File: src/rtl/serial_addsub_pkg.sv
// Shared types for the bit-serial adder/subtractor: FSM state encoding and
// the 1-bit full-adder helper used by the serial carry loop.
package serial_addsub_pkg;

  typedef enum logic {
    IDLE = 1'b0,
    RUN  = 1'b1
  } state_t;

  typedef struct packed {
    logic s;
    logic c;
  } fa_t;

  function automatic fa_t full_add(input logic a, input logic b, input logic c);
    fa_t r;
    r.s = a ^ b ^ c;
    r.c = (a & b) | (a & c) | (b & c);
    return r;
  endfunction

endpackage

File: src/rtl/serial_addsub_if.sv
// Request/result bundle for serial_addsub; the requester drives operands and
// start, the adder returns busy/done and the registered result.
interface serial_addsub_if #(
  parameter int unsigned WIDTH = 8
);
  logic             start;
  logic [WIDTH-1:0] a;
  logic [WIDTH-1:0] b;
  logic             cin;
  logic             sub;
  logic             busy;
  logic             done;
  logic [WIDTH-1:0] sum;
  logic             cout;
  logic             ovf;

  modport master (
    output start, a, b, cin, sub,
    input  busy, done, sum, cout, ovf
  );

  modport slave (
    input  start, a, b, cin, sub,
    output busy, done, sum, cout, ovf
  );
endinterface

File: src/rtl/serial_addsub_full_adder_cell.sv
// Combinational 1-bit full adder; the only arithmetic in the serial loop.
module full_adder_cell
  import serial_addsub_pkg::*;
(
  input  logic a_i,
  input  logic b_i,
  input  logic c_i,
  output logic s_o,
  output logic c_o
);
  fa_t res;

  always_comb begin
    res = full_add(a_i, b_i, c_i);
  end

  assign s_o = res.s;
  assign c_o = res.c;
endmodule

File: src/rtl/serial_addsub.sv
// Bit-serial adder/subtractor: one operand bit per clock, LSB first, through a
// registered carry; sum/cout/ovf update together with a one-cycle done pulse.
module serial_addsub
  import serial_addsub_pkg::*;
#(
  parameter int unsigned WIDTH = 8
) (
  input  logic            clk,
  input  logic            rst,
  serial_addsub_if.slave  bus
);
  localparam int unsigned CNT_W = $clog2(WIDTH);
  localparam logic [CNT_W-1:0] LAST = CNT_W'(WIDTH - 1);

  state_t           state_q, state_d;
  logic [WIDTH-1:0] a_q, a_d;
  logic [WIDTH-1:0] b_q, b_d;
  logic [WIDTH-1:0] shift_q, shift_d;
  logic [CNT_W-1:0] cnt_q, cnt_d;
  logic             carry_q, carry_d;
  logic [WIDTH-1:0] sum_q, sum_d;
  logic             cout_q, cout_d;
  logic             ovf_q, ovf_d;
  logic             busy_q, busy_d;
  logic             done_q, done_d;

  logic             fa_s;
  logic             fa_c;

  full_adder_cell u_fa (
    .a_i (a_q[cnt_q]),
    .b_i (b_q[cnt_q]),
    .c_i (carry_q),
    .s_o (fa_s),
    .c_o (fa_c)
  );

  always_comb begin
    state_d = state_q;
    a_d     = a_q;
    b_d     = b_q;
    shift_d = shift_q;
    cnt_d   = cnt_q;
    carry_d = carry_q;
    sum_d   = sum_q;
    cout_d  = cout_q;
    ovf_d   = ovf_q;
    busy_d  = busy_q;
    done_d  = 1'b0;

    case (state_q)
      IDLE: begin
        if (bus.start) begin
          // Subtraction is A + ~B + ~cin, so the borrow-in becomes a carry-in.
          state_d = RUN;
          a_d     = bus.a;
          b_d     = bus.b ^ {WIDTH{bus.sub}};
          carry_d = bus.cin ^ bus.sub;
          cnt_d   = '0;
          busy_d  = 1'b1;
        end
      end
      RUN: begin
        shift_d = {fa_s, shift_q[WIDTH-1:1]};
        carry_d = fa_c;
        if (cnt_q == LAST) begin
          // carry_q here is the carry into the MSB.
          state_d = IDLE;
          sum_d   = shift_d;
          cout_d  = fa_c;
          ovf_d   = carry_q ^ fa_c;
          done_d  = 1'b1;
          busy_d  = 1'b0;
          cnt_d   = '0;
        end else begin
          cnt_d = cnt_q + CNT_W'(1);
        end
      end
      default: state_d = IDLE;
    endcase
  end

  always_ff @(posedge clk or posedge rst) begin
    if (rst) begin
      state_q <= IDLE;
      a_q     <= '0;
      b_q     <= '0;
      shift_q <= '0;
      cnt_q   <= '0;
      carry_q <= 1'b0;
      sum_q   <= '0;
      cout_q  <= 1'b0;
      ovf_q   <= 1'b0;
      busy_q  <= 1'b0;
      done_q  <= 1'b0;
    end else begin
      state_q <= state_d;
      a_q     <= a_d;
      b_q     <= b_d;
      shift_q <= shift_d;
      cnt_q   <= cnt_d;
      carry_q <= carry_d;
      sum_q   <= sum_d;
      cout_q  <= cout_d;
      ovf_q   <= ovf_d;
      busy_q  <= busy_d;
      done_q  <= done_d;
    end
  end

  assign bus.busy = busy_q;
  assign bus.done = done_q;
  assign bus.sum  = sum_q;
  assign bus.cout = cout_q;
  assign bus.ovf  = ovf_q;
endmodule

File: src/flat_wrapper.sv
// flat-port wrapper written by rule: the top's interface ports become plain ports
module serial_addsub_flat import serial_addsub_pkg::*;
#(
  parameter int unsigned WIDTH = 8
)
  (clk, rst, bus_start, bus_a, bus_b, bus_cin, bus_sub, bus_busy, bus_done, bus_sum, bus_cout, bus_ovf);
  serial_addsub_if #(.WIDTH(WIDTH)) bus_i ();
  input  logic clk;
  input  logic rst;
  input wire logic [$bits(bus_i.start)-1:0] bus_start;
  input wire logic [$bits(bus_i.a)-1:0] bus_a;
  input wire logic [$bits(bus_i.b)-1:0] bus_b;
  input wire logic [$bits(bus_i.cin)-1:0] bus_cin;
  input wire logic [$bits(bus_i.sub)-1:0] bus_sub;
  output wire logic [$bits(bus_i.busy)-1:0] bus_busy;
  output wire logic [$bits(bus_i.done)-1:0] bus_done;
  output wire logic [$bits(bus_i.sum)-1:0] bus_sum;
  output wire logic [$bits(bus_i.cout)-1:0] bus_cout;
  output wire logic [$bits(bus_i.ovf)-1:0] bus_ovf;
  assign bus_i.start = bus_start;
  assign bus_i.a = bus_a;
  assign bus_i.b = bus_b;
  assign bus_i.cin = bus_cin;
  assign bus_i.sub = bus_sub;
  assign bus_busy = bus_i.busy;
  assign bus_done = bus_i.done;
  assign bus_sum = bus_i.sum;
  assign bus_cout = bus_i.cout;
  assign bus_ovf = bus_i.ovf;
  serial_addsub #(.WIDTH(WIDTH)) u_core (.clk(clk), .rst(rst), .bus(bus_i));
endmodule
File: config.mk
export PLATFORM = sky130hd
export DESIGN_NAME = serial_addsub_flat
export DESIGN_NICKNAME = d
export VERILOG_FILES = /design/src/rtl/serial_addsub_pkg.sv /design/src/rtl/serial_addsub_if.sv /design/src/rtl/serial_addsub_full_adder_cell.sv /design/src/rtl/serial_addsub.sv /design/src/flat_wrapper.sv
export SDC_FILE = /design/constraint.sdc
export NUM_CORES = 1
export LEC_CHECK = 0
export CAP_MARGIN = 25
export CORE_ASPECT_RATIO = 1.75
export CORE_UTILIZATION = 48
export CTS_BUF_LIST = sky130_fd_sc_hd__clkbuf_2 sky130_fd_sc_hd__clkbuf_4 sky130_fd_sc_hd__clkbuf_8
export DETAILED_ROUTE_END_ITERATION = 8
export PLACE_DENSITY = 0.85
export SETUP_SLACK_MARGIN = 0.4
export SYNTH_ARGS = -nofsm -noshare
export SYNTH_HDL_FRONTEND = slang
export SYNTH_SLANG_ARGS = --single-unit
File: constraint.sdc
create_clock -name clk -period 1.8 [get_ports clk]
set_input_delay 0.54 -clock clk [delete_from_list [all_inputs] [get_ports clk]]
set_output_delay 0.54 -clock clk [all_outputs]
set_load 0.01 [all_outputs]
Word-level counts from Yosys, hierarchy flattened
Index checks and enable logic that the tools add are counted.

Bitwise logic cells: 11. Reduce and logical (&&, ||, !) cells: 3. Mux-type cells: 17. Eq/ne operators: 3. Add/subtract/negate cells: 1. $lt $le $gt $ge: 1.

Operator list (number): $mux W1 (9); $xor A8 B8 Y8 (1); $bmux W1 S3 (2); $mux W3 (2); $pmux W1 S2 (3); $pmux W3 S2 (1); $reduce_and A2 Y1 (3); $lt A3 B4 Y1 const B (1); $ne A2 B2 Y1 const B (2); $xor A1 B1 Y1 (4); $add A3 B1 Y3 const B (1); $and A1 B1 Y1 (3); $eq A3 B3 Y1 const B (1); $or A1 B1 Y1 (2); $not A1 Y1 (1).

Register bits: 41. Word-level logic and storage cells: 47. Output and inout port bits: 12.

Longest topological paths before layout
Depth in word-level cells: 6. Depth in mapped cells: 6.

Modules after synthesis
From an unflattened synthesis, not the netlist that was laid out.

Cell total of the unflattened synthesis: 130. Area total of the unflattened synthesis: 1773.0 µm².

Modules (own cells, without submodules): serial_addsub (instances 1, cells each 129, area an instance 1752.9 µm², sequential area each 1001.0 µm²); full_adder_cell (instances 1, cells each 1, area an instance 20.0 µm², sequential area each 0.0 µm²).

Least setup slack after synthesis
Ideal clock, no wire load.

Path type: flip-flop to flip-flop. Start point: register u_core.cnt_q[0]. End point: register u_core.sum_q[7] (netlist: u_core.bus.sum[7]). Data arrival time: 1769 ps. Cell stages (with the launch flop): 6. Data required time: 1717 ps. Path slack: -52 ps. Period minus slack after synthesis: 1852 ps. Path through: dfrtp_1 -> buf_6 -> mux4_1 -> mux2i_1 -> fa_1 -> o21ai_0.

Longest elaborated chain between the ends: 4. Elaborated cells on any way between the ends: 8. Classes of those cells: eq/ne (1); mux (4); bitwise (2); reduce/logical (1).

Ends and longest elaborated chain: start, declared (RTL line serial_addsub.sv:19) `logic [CNT_W-1:0] cnt_q, cnt_d;`; start signal, assigned (RTL line serial_addsub.sv:101) `cnt_q <= cnt_d;`; $bmux W1 S3, on equally long branches (RTL line serial_addsub.sv:31, serial_addsub.sv:32); $mux W1, on equally long branches (RTL line serial_addsub.sv:31, serial_addsub.sv:32); $xor A1 B1 Y1 (2 in a row) (RTL line serial_addsub_pkg.sv:17) `r.s = a ^ b ^ c;`; end signal, assigned (RTL line serial_addsub.sv:103) `sum_q <= sum_d;`; end, declared (RTL line serial_addsub.sv:21) `logic [WIDTH-1:0] sum_q, sum_d;`.

Parallel ways exist; a longest one is shown, timed or not. The select of a mux whose other input is x is not followed. A chain may end at the register's enable or synchronous reset.

Worst setup path after layout
Start point: register u_core.cnt_q[0]. End point: register u_core.shift_q[7].

Longest elaborated chain between the ends: 4. Elaborated cells on any way between the ends: 6. Classes of those cells: mux (4); bitwise (2).

Ends and longest elaborated chain: $bmux W1 S3, on equally long branches (RTL line serial_addsub.sv:31, serial_addsub.sv:32); $mux W1, on equally long branches (RTL line serial_addsub.sv:31, serial_addsub.sv:32); $xor A1 B1 Y1 * (2 in a row) (RTL line serial_addsub_pkg.sv:17); end signal, assigned (RTL line serial_addsub.sv:100) `shift_q <= shift_d;`; end, declared (RTL line serial_addsub.sv:18) `logic [WIDTH-1:0] shift_q, shift_d;`.

Every way passes the cells marked *; elsewhere a longest branch is shown, timed or not. The select of a mux whose other input is x is not followed.

==> metrics.yaml <==
final_layout:
  nets: 200
  antenna-diode-count: 0
  areaGrowthSynthToFinish_pct: 26.3
  post_layout_nonfiller_instances: 222
  final_layout_size_suffix_gt1_share_pct: 37.9
global_routing:
  met3_usage_pct: 4.78
  grt_pass1_vias: 1226
  grt.met1_usage_pct: 19.6
  met2_usage_pct: 36.2
  grt_start_max_net_pins: 25
  gr-usage-all-layers_pct: 20.1
  antenna_found_initial: 0
  grt_overflow: 0
  grt.busiest_layer: "met2"
  grt_pass1_wl_um: 5440
routing:
  drt-pass1-iter-count: 4
  wl_per_cell_um: 14.5
  totalWireLength_um: 3220
  remaining_drc_errors: 0
  ant_nets: 0
  viasPerCell: 5.15
  via_count: 1144
  drt_iter0_markers: 21
sta:
  fin_worst_skew_ns: 0.00909
  whs_ns: 0.487
  setup_slack_ns: -0.0445
  finalSetupViolCount: 3
  worstMarginPinSlew_ns: 0.373
  max_slew_margin_pct: 75.1
  slew_viol_final: 0
  hold_violations: 0
  rsz0062_at_grt: "true"
  fin_crit_ns: 1.84
  max_freq_mhz: 542
  post-route-period-util_pct: 102
cts:
  worstSkewPairLatency_ns: 0.29
  cts_sinks: 40
  tritoncts: "yes"
  max-clock-path-buffers: 2
  cts_root_buf: "clkbuf_8"
  clkTransAtPathRegs_ns: 0.07
  h-tree-depth: 2
  cts_buffers: 5
  postCtsHoldBufs: 0
floorplan:
  die_w_um: 48.1
  pin_count: 33
  die_y_um: 82.6
  core_um2: 3470
  dieArea_um2: 3970
  num_rows: 28
  initial_core_util_pct: 51.4
synth:
  synth_ff_type: "dfrtp_1"
  syn_area_um2: 1780
  synth_nets: 154
  yosysMostFrequentCell: "dfrtp_1"
  yosys_warnings: 0
  syn_inst: 130
  yosysTopAreaCellShare_pct: 56.2
  ys_ff_latch: 40
  yosysSeqAreaShare_pct: 56.2
  synthTopCellsByArea: "dfrtp_1 (56%), mux2_2 (12%), mux4_1 (5.9%)"
  synth.avg_cell_area_um2: 13.7
  ys_top_cells_by_count: "dfrtp_1 (40), mux2_2 (19), nand2_1 (14)"
  synth.distinct_cells: 21
  yosys.area.top_type: "dfrtp_1"
  synth_edf_count: 0
  async_reset_ff_share_pct: 100
hold_path:
  hold_path_depth: 2
  hp-class: "reg2reg"
setup_path:
  critPathMaxFanout: 5
  worst-r2r-cell-count: 4
  endpoint_kind: "flip-flop"
  startpoint_type: "flip-flop"
  cp_cell_sequence: "mux4_2 -> mux2i_2 -> fa_1 -> a21oi_1"
  worst_ep_required_time_ns: 2.01
  crit_slowest_cell: "mux4_2"
  crit_arrival_ns: 2.05
  max_stage_delay_ns: 0.53
  crit_type: "reg2reg"
placement:
  port_buffers: 32
  preCtsSetupSlack_ns: -0.151
  dp.cells: 206
  dpl.hpwl_um: 2420
  gp_congestion: 0.786
run_status:
  status: "complete, but fails checks"
  violations: "negative setup slack"
power_and_ir_drop:
  ir_drop_mv: 1.08
  power.density_nw_per_um2: 1680
  p_leak_uw: 0.00103
  power.total_uw: 3790
flow_run:
  drv_cap: 0
[final timing paths]
| check | to | from | slack, ns |
|---|---|---|---|
| min in group asynchronous | u_core.bus.done$_DFF_PP0_ | rst | 0.58 |
| max | u_core.shift_q[7]$_DFFE_PP0P_ | u_core.cnt_q[0]$_DFFE_PP0P_ | -0.04 |
| min | u_core.b_q[1]$_DFFE_PP0P_ | u_core.b_q[1]$_DFFE_PP0P_ | 0.49 |
| min reg2reg | u_core.b_q[1]$_DFFE_PP0P_ | u_core.b_q[1]$_DFFE_PP0P_ | 0.49 |
| max in group asynchronous | u_core.cnt_q[0]$_DFFE_PP0P_ | rst | 0.78 |
| max reg2reg | u_core.shift_q[7]$_DFFE_PP0P_ | u_core.cnt_q[0]$_DFFE_PP0P_ | -0.04 |
[cells in the final DEF (no fill, tap or decap), types with 3 or more instances in the layout]
cell,count
buf_2,12
buf_4,13
clkbuf_8,5
clkdlybuf4s50_1,19
dfrtp_1,38
inv_1,3
mux2_2,19
mux4_2,4
nand2_1,13
o21ai_0,11
xnor2_1,8
[sequential cells by signal, indices dropped and copies added (netlist names)]
name	cells
u_core.bus.sum	8
u_core.b_q	8
u_core.shift_q	7
u_core.cnt_q	3
u_core.state_q	1
u_core.bus.busy	1
u_core.bus.cout	1
u_core.a_q	8
u_core.bus.done	1
u_core.carry_q	1
u_core.bus.ovf	1
[routing by layer]
metal / vias up / wire (µm)
met5: - / 0
met4: 0 / 111
met3: 10 / 114
met2: 34 / 1980
met1: 569 / 1020
li1: 531 / -
[kinds of logic (layout without fill, tap and decap cells)]
group	after synthesis	count (layout)	share of synthesized area, %
buffers and inverters	12	58	4.49
AOI/OAI and AO/OA	16	16	4.78
DFF	40	40	56.2
adders and majority gates	3	3	2.53
muxes	29	29	21.8
xor gates and xnor gates	10	10	4.92
and+or+nand+nor	20	21	5.27
[critical path, delay by kind of cell (launching register included)]
family          cells  cell delay, ns
flops               1            0.45
mux                 2            0.72
compound gates      1            0.15
fa+ha+maj           1            0.46
[power breakdown]
group / switching (µW) / internal, µW
combinational: 614 / 913
sequential: 343 / 1350
clock: 302 / 270
total: 1260 / 2530
[area by class of cell]
class | instances | area, µm²
Inverter | 4 | 18.8
Clock buffer | 5 | 68.8
Sequential cell | 40 | 1000
Clock inverter | 3 | 18.8
Multi-Input combinational cell | 79 | 707
Fill cell | 257 | 1220
Tap cell | 45 | 56.3
Timing Repair Buffer | 46 | 377
[repair_timing]
item / CTS / global route
resized for setup: 53 / 1
setup endpoints to repair: 35 / 30
buffers inserted: 7 / 0
pin swaps: 1 / 1
cloned: 0 / 1
[through the flow]
step	util (%)	setup TNS (ns)	area [µm²]
after floorplan	-	0	1780
final	64.9	-0.100	2250
after global routing	64.9	-0.352	2250
after CTS	64.6	-0.159	2240
after global placement	62.0	-0.0539	2150
after detailed placement	62.0	-0.385	2150
No activity file was read; power rests on OpenSTA's default activity.
